### src/rtl/fc_sink_pkg.sv
// fc_sink_pkg: shared state encoding, index-width helper and default element width
package fc_sink_pkg;
  typedef enum logic [0:0] {COLLECT = 1'b0, REPORT = 1'b1} state_t;
  localparam int T_DEFAULT = 16;
  function automatic int idx_width(input int m);
    return (m > 1) ? $clog2(m) : 1;
  endfunction
endpackage

### src/rtl/fc_sink_counter.sv
// fc_sink_counter: modulo-M element counter with last-element flag
module fc_sink_counter #(
  parameter int M    = 6,
  parameter int IDXW = 3
) (
  input  logic            clk,
  input  logic            reset,
  input  logic            i_incr,
  output logic [IDXW-1:0] o_cnt,
  output logic            o_last
);
  logic [IDXW-1:0] r_cnt;
  assign o_last = (r_cnt == IDXW'(M - 1));
  assign o_cnt  = r_cnt;
  // advance on every accepted element, wrapping after the M-th
  always_ff @(posedge clk) begin
    if (reset) r_cnt <= '0;
    else if (i_incr) r_cnt <= o_last ? '0 : r_cnt + IDXW'(1);
  end
endmodule

### src/rtl/fc_argmax_sink.sv
// fc_argmax_sink: argmax over an M-element stream; FC_ARGMAX_STORE_EN adds a readable element store
module fc_argmax_sink
  import fc_sink_pkg::*;
#(
  parameter int M    = 6,
  parameter int T    = T_DEFAULT,
  parameter int IDXW = idx_width(M)
) (
  input  logic                clk,
  input  logic                reset,
  input  logic                in_valid,
  output logic                in_ready,
  input  logic signed [T-1:0] in_data,
  output logic                out_valid,
  input  logic                out_ready,
  output logic [IDXW-1:0]     out_index,
  output logic signed [T-1:0] out_value
`ifdef FC_ARGMAX_STORE_EN
  ,
  input  logic [IDXW-1:0]     rd_addr,
  output logic [T-1:0]        rd_data
`endif
);
  state_t              r_state;
  logic signed [T-1:0] r_max_val;
  logic [IDXW-1:0]     r_max_idx;
  logic                w_accept, w_last, w_take;
  logic [IDXW-1:0]     w_cnt;
  logic signed [T-1:0] w_win_val;
  logic [IDXW-1:0]     w_win_idx;

  assign in_ready  = (r_state == COLLECT);
  assign w_accept  = in_valid && in_ready;
  // first element always seeds the maximum; later ones must be strictly greater so ties keep the earliest index
  assign w_take    = (w_cnt == '0) || (in_data > r_max_val);
  assign w_win_val = w_take ? in_data : r_max_val;
  assign w_win_idx = w_take ? w_cnt : r_max_idx;

  fc_sink_counter #(.M(M), .IDXW(IDXW)) u_cnt (
    .clk   (clk),
    .reset (reset),
    .i_incr(w_accept),
    .o_cnt (w_cnt),
    .o_last(w_last)
  );

  // running maximum, result registers and COLLECT/REPORT state
  always_ff @(posedge clk) begin
    if (reset) begin
      r_state   <= COLLECT;
      r_max_val <= '0;
      r_max_idx <= '0;
      out_valid <= 1'b0;
      out_index <= '0;
      out_value <= '0;
    end else if (w_accept) begin
      r_max_val <= w_win_val;
      r_max_idx <= w_win_idx;
      if (w_last) begin
        out_index <= w_win_idx;
        out_value <= w_win_val;
        out_valid <= 1'b1;
        r_state   <= REPORT;
      end
    end else if (r_state == REPORT && out_ready) begin
      out_valid <= 1'b0;
      r_state   <= COLLECT;
    end
  end

`ifdef FC_ARGMAX_STORE_EN
  logic [T-1:0] r_mem [M];
  // element store, deliberately not cleared by reset
  always_ff @(posedge clk) begin
    if (w_accept) r_mem[w_cnt] <= in_data;
  end
  assign rd_data = (int'(rd_addr) < M) ? r_mem[rd_addr] : '0;
`endif
endmodule

### config.mk
export PLATFORM = sky130hd
export DESIGN_NAME = fc_argmax_sink
export DESIGN_NICKNAME = d
export VERILOG_FILES = /design/src/rtl/fc_sink_pkg.sv /design/src/rtl/fc_sink_counter.sv /design/src/rtl/fc_argmax_sink.sv
export SDC_FILE = /design/constraint.sdc
export NUM_CORES = 1
export LEC_CHECK = 0
export CAP_MARGIN = 20
export CORE_MARGIN = 2
export CORE_UTILIZATION = 45
export CTS_BUF_LIST = sky130_fd_sc_hd__clkbuf_4 sky130_fd_sc_hd__clkbuf_8
export CTS_CLUSTER_DIAMETER = 40
export DETAILED_ROUTE_END_ITERATION = 16
export GPL_TIMING_DRIVEN = 0
export PLACE_DENSITY = 0.82
export SLEW_MARGIN = 30
export SYNTH_ARGS = -nofsm -noshare
export SYNTH_HDL_FRONTEND = slang
export SYNTH_HIERARCHICAL = 1
export SYNTH_SLANG_ARGS = --single-unit
### constraint.sdc
create_clock -name clk -period 3.5 [get_ports clk]
set_input_delay 1.05 -clock clk [delete_from_list [all_inputs] [get_ports clk]]
set_output_delay 1.05 -clock clk [all_outputs]
set_load 0.05 [all_outputs]
# == Yosys cells after proc, flatten, opt, wreduce, memory -nomap -nowiden ==
# Index checks and enable logic that the tools add are counted.
# totals
n_memories,0
elab_cells,24
romBits,0
ramBits,0
latch_bits,0
regBits,42
# op_classes
n_eq_ne,2
add_sub_neg,1
muxes,6
div_mod_pow,0
shift,0
n_reduce_logical,7
order_cmp,1
n_bitwise,1
mul,0
# ops
cell,count
16-bit > comparator,1
16-bit two-way mux,1
3-bit two-way mux,2
2-bit AND reduction,2
"3-bit by 1-bit adder with 3-bit output, second input constant",1
"3-bit equality test, second input constant",1
3-bit logical NOT,1
1-bit two-way mux,3
1-bit logical AND,2
"2-bit != test, second input constant",1
2-bit nonzero test,1
1-bit logical OR,1
1-bit inverter,1

# == Depth between registers and ports, before layout ==
# Gate-level depths: netlist of the first run.
# logic_depth
word_depth,4
depth_mapped,10
mapped_depth_nobuf,8

# == Hierarchy ==
# The synthesis of the first run kept the hierarchy.
# modules_own_cells
module,cells_per_inst,area_per_inst_um2,n_inst
fc_argmax_sink,255,2160.8,1
fc_sink_counter,12,132.6,1

# == Worst setup path before layout of the first run ==
# No wires, ideal clock.
# synth_timing
path_kind,input-to-reg
start,input port in_data[15]
end,register r_max_val[10]
setup_ns,0.129
path_stages,8
path_slack_ns,0.568
arrival_ns,2.803
required_time_ns,3.371
cell_sequence,ha_1 -> nand4_1 -> or4_4 -> a21oi_4 -> o31ai_2 -> a21boi_4 -> buf_8 -> o31ai_1
# synth_via
elab_chain_len,3
# synth_lines
item,line,text
from (decl),fc_argmax_sink.sv:13,"input logic signed [T-1:0] in_data,"
16-bit > comparator,fc_argmax_sink.sv:35,assign w_take = (w_cnt == '0) || (in_data > r_max_val);
1-bit logical OR,fc_argmax_sink.sv:35,
16-bit two-way mux,fc_argmax_sink.sv:36,assign w_win_val = w_take ? in_data : r_max_val;
to (signal assigned),fc_argmax_sink.sv:57,r_max_val <= w_win_val;
to (decl),fc_argmax_sink.sv:25,logic signed [T-1:0] r_max_val;
# No other way between the ends.
# A chain may end at the register's enable or synchronous reset.

# == Worst setup path in the final report of the first run ==
# layout_timing
start,input port in_data[15]
end,register r_max_val[11]
# The elaborated chain is that of the path after synthesis.

==> results of run 1 <==
[layout make-up]
cell class	count	area, um^2
Timing Repair Buffer	40	400
Inverter	20	75.1
Clock inverter	2	12.5
Clock buffer	6	82.6
Fill cell	451	1940
Sequential cell	42	841
Tap cell	67	83.8
Multi-Input combinational cell	182	1270
Buffer	23	111
[logic make-up after synthesis]
group / Yosys count
AOI/OAI and AO/OA: 108
xor gates and xnor gates: 1
muxes: 1
and+or+nand+nor: 56
adders and majority gates: 16
DFF: 42
buffers and inverters: 43
[critical path: cells and delay by family]
kind                       cells  cell delay, ns
buffers and inverters          2            0.68
AOI/OAI and AO/OA              4            0.71
adders and majority gates      1            0.37
and+or+nand+nor                2            0.72
[flip-flops by register name, summed over array words and instances, names as in the netlist]
register	cells
r_max_idx	3
r_state	1
out_index	3
r_max_val	16
out_value	16
u_cnt/o_cnt	3
[final timing paths]
| check | start | endpoint | slack (ns) | cells after the start |
|---|---|---|---|---|
| worst max register to register | r_max_val[15]$_SDFFE_PP0P_ | r_max_val[11]$_SDFFE_PP0P_ | 0.96 | 9 |
| worst max-delay path | in_data[15] | r_max_val[11]$_SDFFE_PP0P_ | 0.12 | 9 |
| worst min-delay path | r_max_idx[2]$_SDFFE_PP0P_ | r_max_idx[2]$_SDFFE_PP0P_ | 0.46 | 2 |
| worst min register to register | r_max_idx[2]$_SDFFE_PP0P_ | r_max_idx[2]$_SDFFE_PP0P_ | 0.46 | 2 |
[layout by cell type (no fill, tap or decap), drive strengths merged, types with 11 or more instances in the layout]
cell type	instances
clkbuf	21
nand3	18
o21ai	39
dfxtp	42
clkdlybuf4s50	40
inv	20
a31oi	19
a21oi	11
o31ai	16
nand2	12
ha	16
o2111ai	15
[stage by stage]
| step | setup TNS (ns) | total power [W] | instance area [um^2] | setup slack, ns | util, % |
|---|---|---|---|---|---|
| floorplan | 0 | 0.000679 | 2290 | 0.568 | - |
| global placement | -2.65 | 0.000757 | 2780 | -0.174 | 57.7 |
| detailed placement | -2.66 | 0.000765 | 2780 | -0.176 | 57.7 |
| CTS | 0 | 0.00109 | 2870 | 0.129 | 59.6 |
| global route | 0 | 0.00114 | 2870 | 0.0123 | 59.6 |
| finish | 0 | 0.00109 | 2870 | 0.120 | 59.6 |
[power breakdown]
part	switching, W	total [W]	internal, W
Combinational	0.000157	0.000250	0.0000925
Sequential	0.0000128	0.000508	0.000495
Clock	0.000178	0.000337	0.000159
Total	0.000348	0.00109	0.000746
[layer usage]
metal	vias up	part of all wire [%]	global-route usage (%)
met5	-	0	0
met3	10	6.9	3.97
li1	1103	-	-
met1	1076	45	31.4
met2	99	47	36.6
met4	0	1.6	8.97
==> impl_metrics.ini, run 1 <==
[synth]
synth.lib_cells_used.distinct = 42
avgSynthCellArea_um2 = 8.59
synth.top_cells.by_area = dfxtp_1, ha_1, o21ai_0
synth_top_area_share_pct = 36.7
largest_family_of_logic_cells_by_synthesized_area = compound AO/OA/AOI/OAI gates
async_flop_share_pct = 0
synth.ff_latch_count = 42
synthesized_area_fraction_occupied_by_ao_oa_aoi_and_oai_cells_pct = 32.1
syn-cell-area_um2 = 2290
synth_ff_type = dfxtp_1
post-synth-top-count-cell = dfxtp_1
synth-seq-area-share_pct = 36.7
synth_fa_ha_area_share_pct = 8.73
number_of_instances_in_the_synthesized_netlist = 267
yosys_warnings = 6
synth_enable_flop_cells = 0
mappedNetlistNets = 303
yosys-top-cells-count = dfxtp_1, o21ai_0, inv_1
post_synth_xor_area_fraction_pct = 0.382
synth-simple-area-share_pct = 13.5
muxShareOfSynthArea_pct = 0.436
synth_area_leader_cell = dfxtp_1

[clock_network]
cts_htree_levels = 2
clkSlewWorstSetupHoldPaths_ns = 0.09
clk-insertion-delay-late_ns = 0.30
post_cts_resized = 0
tritoncts = built
cts_hold_repair.buffers = 0
cts_inserted_buffers = 5
clock_tree.buffer_depth = 2
clockRootBuffer = clkbuf_8
cts.repair_timing.setup_buffer_count = 0
tritoncts_num_sinks = 42

[cells_and_area]
layout.cells.non_filler = 382
final_net_count = 350
drive_gt1_share_pct = 7.62
number_of_antenna_cells_inserted = 0
syn2layout_area_growth_pct = 25.3

[routing]
drt_wl_total_um = 6100
drt_pre_antenna_iters = 5
violation_count_after_the_first_detailed_route_iteration = 226
route.detailed.vias_per_inst = 5.99
drc_errors = 0
routed_wire_length_per_instance_um = 16.0
via_count = 2288
drt.antenna.violating_nets = 0

[timing]
timing.final.setup_violations = 0
final_max_slew_viol_count = 0
rsz0062_at_grt = false
fin_worst_hold_slack_ns = 0.464
finalHoldViolations = 0
fin_skew_ns = 0.00706
final_min_period_over_clock_period_pct = 96.6
fin_crit_ns = 3.38
clock.fmax_mhz = 296
slew_margin_rel_pct = 51.5
timing_worst_slew_pin_value_ns = 0.728

[min_path]
hold_path_class = reg2reg

[floorplanning]
floorplan.die.height_um = 75.4
fp-row-count = 25
design.core.area_um2 = 4820
dieArea_um2 = 5680
boundaryPins = 41
initial_utilization_pct = 47.6
die_x_um = 75.4

[critical_path]
timing.critical_path.slowest_stage_cell = or4_4
crit_path_end_kind = flip-flop
crit_chain = clkdlybuf4s50_1, ha_1, nand4_1, or4_4, a21oi_4, o31ai_2, a21boi_4, buf_8, o31ai_1
cp-start-kind = input pin
worst-endpoint-required_ns = 3.67
worstSetupPathType = in2reg
cp_data_arrival_time_ns = 3.55
crit_fanout = 10
cpPeakStageDelay_ns = 0.57

[global_route]
grt_pass1_vias = 2104
grt_usage_pct = 23.1
grt_antenna_before_repair = 0
grt_first_pass_wirelength_um = 10000
globalRouteOverflowTotal = 0
grt_max_degree = 15

[place]
routabilityCongestion = 0.932
place.port_buffers = 40
dpl.cell_count = 374
hpwlAfterDp_um = 4380

[outcome]
outcome = complete, no violations

[power_and_ir_drop]
leak_pwr_nw = 1.00
ir_drop_mv = 0.164
power_per_cell_area_nw_per_um2 = 381

[job]
max_cap_viol_count = 0
No activity file was read; power rests on OpenSTA's default activity.
==> inputs of run 2 (changes only) <==
--- a/config.mk
+++ b/config.mk
@@ -11,10 +11,10 @@
 export CTS_BUF_LIST = sky130_fd_sc_hd__clkbuf_4 sky130_fd_sc_hd__clkbuf_8
 export CTS_CLUSTER_DIAMETER = 40
 export DETAILED_ROUTE_END_ITERATION = 16
-export GPL_TIMING_DRIVEN = 0
 export PLACE_DENSITY = 0.82
 export SLEW_MARGIN = 30
 export SYNTH_ARGS = -nofsm -noshare
 export SYNTH_HDL_FRONTEND = slang
 export SYNTH_HIERARCHICAL = 1
 export SYNTH_SLANG_ARGS = --single-unit
+export TNS_END_PERCENT = 20
==> constraint.sdc (replaced) <==
create_clock -name clk -period 4.2 [get_ports clk]
set_input_delay 1.26 -clock clk [delete_from_list [all_inputs] [get_ports clk]]
set_output_delay 1.26 -clock clk [all_outputs]
set_load 0.05 [all_outputs]
==> run 2 against run 1 <==
Wire length is 8.7% lower. Die area stayed put. Power down 18%. Via count decreased by 4.9%. Cell area shrank 1.1%. Largest cell class unchanged.
==> impl_metrics.ini, run 2 (synthesis results as in run 1) <==
[clock_network]
clock_tree.buffer_depth = 2
tritoncts = built
cts_inserted_buffers = 5
cts.repair_timing.setup_buffer_count = 0
clkSlewWorstSetupHoldPaths_ns = 0.08
clockRootBuffer = clkbuf_8
cts_htree_levels = 2
cts_hold_repair.buffers = 0
clk-insertion-delay-late_ns = 0.30
post_cts_resized = 0
tritoncts_num_sinks = 42

[critical_path]
crit_path_end_kind = flip-flop
cp-start-kind = input pin
worst-endpoint-required_ns = 4.42
cp_data_arrival_time_ns = 3.71
worstSetupPathType = in2reg
crit_fanout = 35

[floorplanning]
die_x_um = 75.4
fp-row-count = 25
design.core.area_um2 = 4820
boundaryPins = 41
dieArea_um2 = 5680
floorplan.die.height_um = 75.4
initial_utilization_pct = 47.6

[cells_and_area]
largest_registers = out_value (16), r_max_val (16)
mostFrequentLayoutCells = dfxtp_1, clkdlybuf4s50_1, o21ai_0
drive_gt1_share_pct = 9.60
layout.cells.most_common = dfxtp_1
number_of_antenna_cells_inserted = 0
final_net_count = 337
syn2layout_area_growth_pct = 23.9

[timing]
finalHoldViolations = 0
fin_worst_hold_slack_ns = 0.464
final_min_period_over_clock_period_pct = 83.0
fin_skew_ns = 0.00391
rsz0062_at_grt = false
timing.setup.tns_ns = 0
final_max_slew_viol_count = 0
timing_worst_slew_pin_value_ns = 0.797
postLayoutSetupSlackWorst_ns = 0.714
clock.fmax_mhz = 287
fin_crit_ns = 3.49
slew_margin_rel_pct = 46.9
timing.final.setup_violations = 0

[routing]
via_count = 2177
met3_wirelength_um = 356
drt.antenna.violating_nets = 0
routed_wire_length_per_instance_um = 15.1
drt_pre_antenna_iters = 4
detailroute.wirelength.met2_um = 2630
met1Wirelength_um = 2530
drc_errors = 0
route.detailed.vias_per_inst = 5.90
highest-signal-layer = met4
drt_wl_total_um = 5570
violation_count_after_the_first_detailed_route_iteration = 177

[power_and_ir_drop]
internal_power_w = 0.000625
power.combinational.fraction_pct = 21.7
ir_drop_mv = 0.182
leak_pwr_nw = 1.01
seqPwrFrac_pct = 47.3
power_per_cell_area_nw_per_um2 = 316
clock_power_share_pct = 31.0
netSwitchingPower_w = 0.000272
sw_frac_of_total_pct = 30.3

[job]
max_cap_viol_count = 0

[place]
routabilityCongestion = 0.831
hpwlAfterDp_um = 3620
place.port_buffers = 40
post-place-ws_ns = 0.429

[global_route]
grt_first_pass_wirelength_um = 9110
globalRouteOverflowTotal = 0
grt_antenna_before_repair = 0
grt_usage_pct = 20.8
grt_pass1_vias = 2009
grt_max_degree = 40

[min_path]
hold_path_class = reg2reg

[outcome]
outcome = complete, no violations
==> run 2: worst max-delay path: stages <==
cell and delay (ns):
clkdlybuf4s50_1 0.48, ha_1 0.35, nand4_1 0.16, or4_4 0.57, a21oi_4 0.16, o31a_4 0.39
o21ai_0 0.15, a31oi_1 0.19
==> run 2: worst paths after layout <==
check | endpoint | from | slack [ns] | depth (start not counted)
worst min register to register | r_max_idx[2]$_SDFFE_PP0P_ | r_max_idx[2]$_SDFFE_PP0P_ | 0.46 | 2
worst max register to register | out_value[14]$_SDFFE_PP0P_ | r_max_val[15]$_SDFFE_PP0P_ | 1.80 | 8
worst max-delay path | out_value[14]$_SDFFE_PP0P_ | in_data[15] | 0.71 | 8
worst min-delay path | r_max_idx[2]$_SDFFE_PP0P_ | r_max_idx[2]$_SDFFE_PP0P_ | 0.46 | 2
==> run 2: area by class of cell <==
type | count | area, um^2
multi-input cells | 182 | 1270
inverters | 20 | 75.1
flip-flops and latches | 42 | 841
clock inverters | 1 | 5.00
repair buffers | 50 | 475
clock buffers | 7 | 90.1
fillers | 446 | 1980
well taps | 67 | 83.8
==> run 2: layer usage <==
metal / track usage (%) / vias to the layer above
met5: 0 / -
met4: 7.41 / 0
li1: - / 1081
met1: 26.7 / 1012
met2: 34.1 / 77
met3: 4.89 / 7
==> run 2: per-stage QoR <==
stage          cells  utilization (%)  power, W  area (um^2)
3_3_place_gp     361             57.0  0.000620         2750
5_1_grt          369             59.0  0.000941         2840
6_report         369             59.0  0.000897         2840
3_5_place_dp     361             57.0  0.000625         2750
2_1_floorplan    267                -  0.000565         2290
4_1_cts          369             59.0  0.000901         2840
==> run 2: power by group through the flow <==
stage | sequential [W] | clock, W | combinational [W]
after floorplan | 0.000431 | 0 | 0.000134
after global placement | 0.000432 | 0 | 0.000188
after detailed placement | 0.000433 | 0 | 0.000192
after CTS | 0.000424 | 0.000283 | 0.000193
after global routing | 0.000426 | 0.000300 | 0.000216
final | 0.000424 | 0.000278 | 0.000195
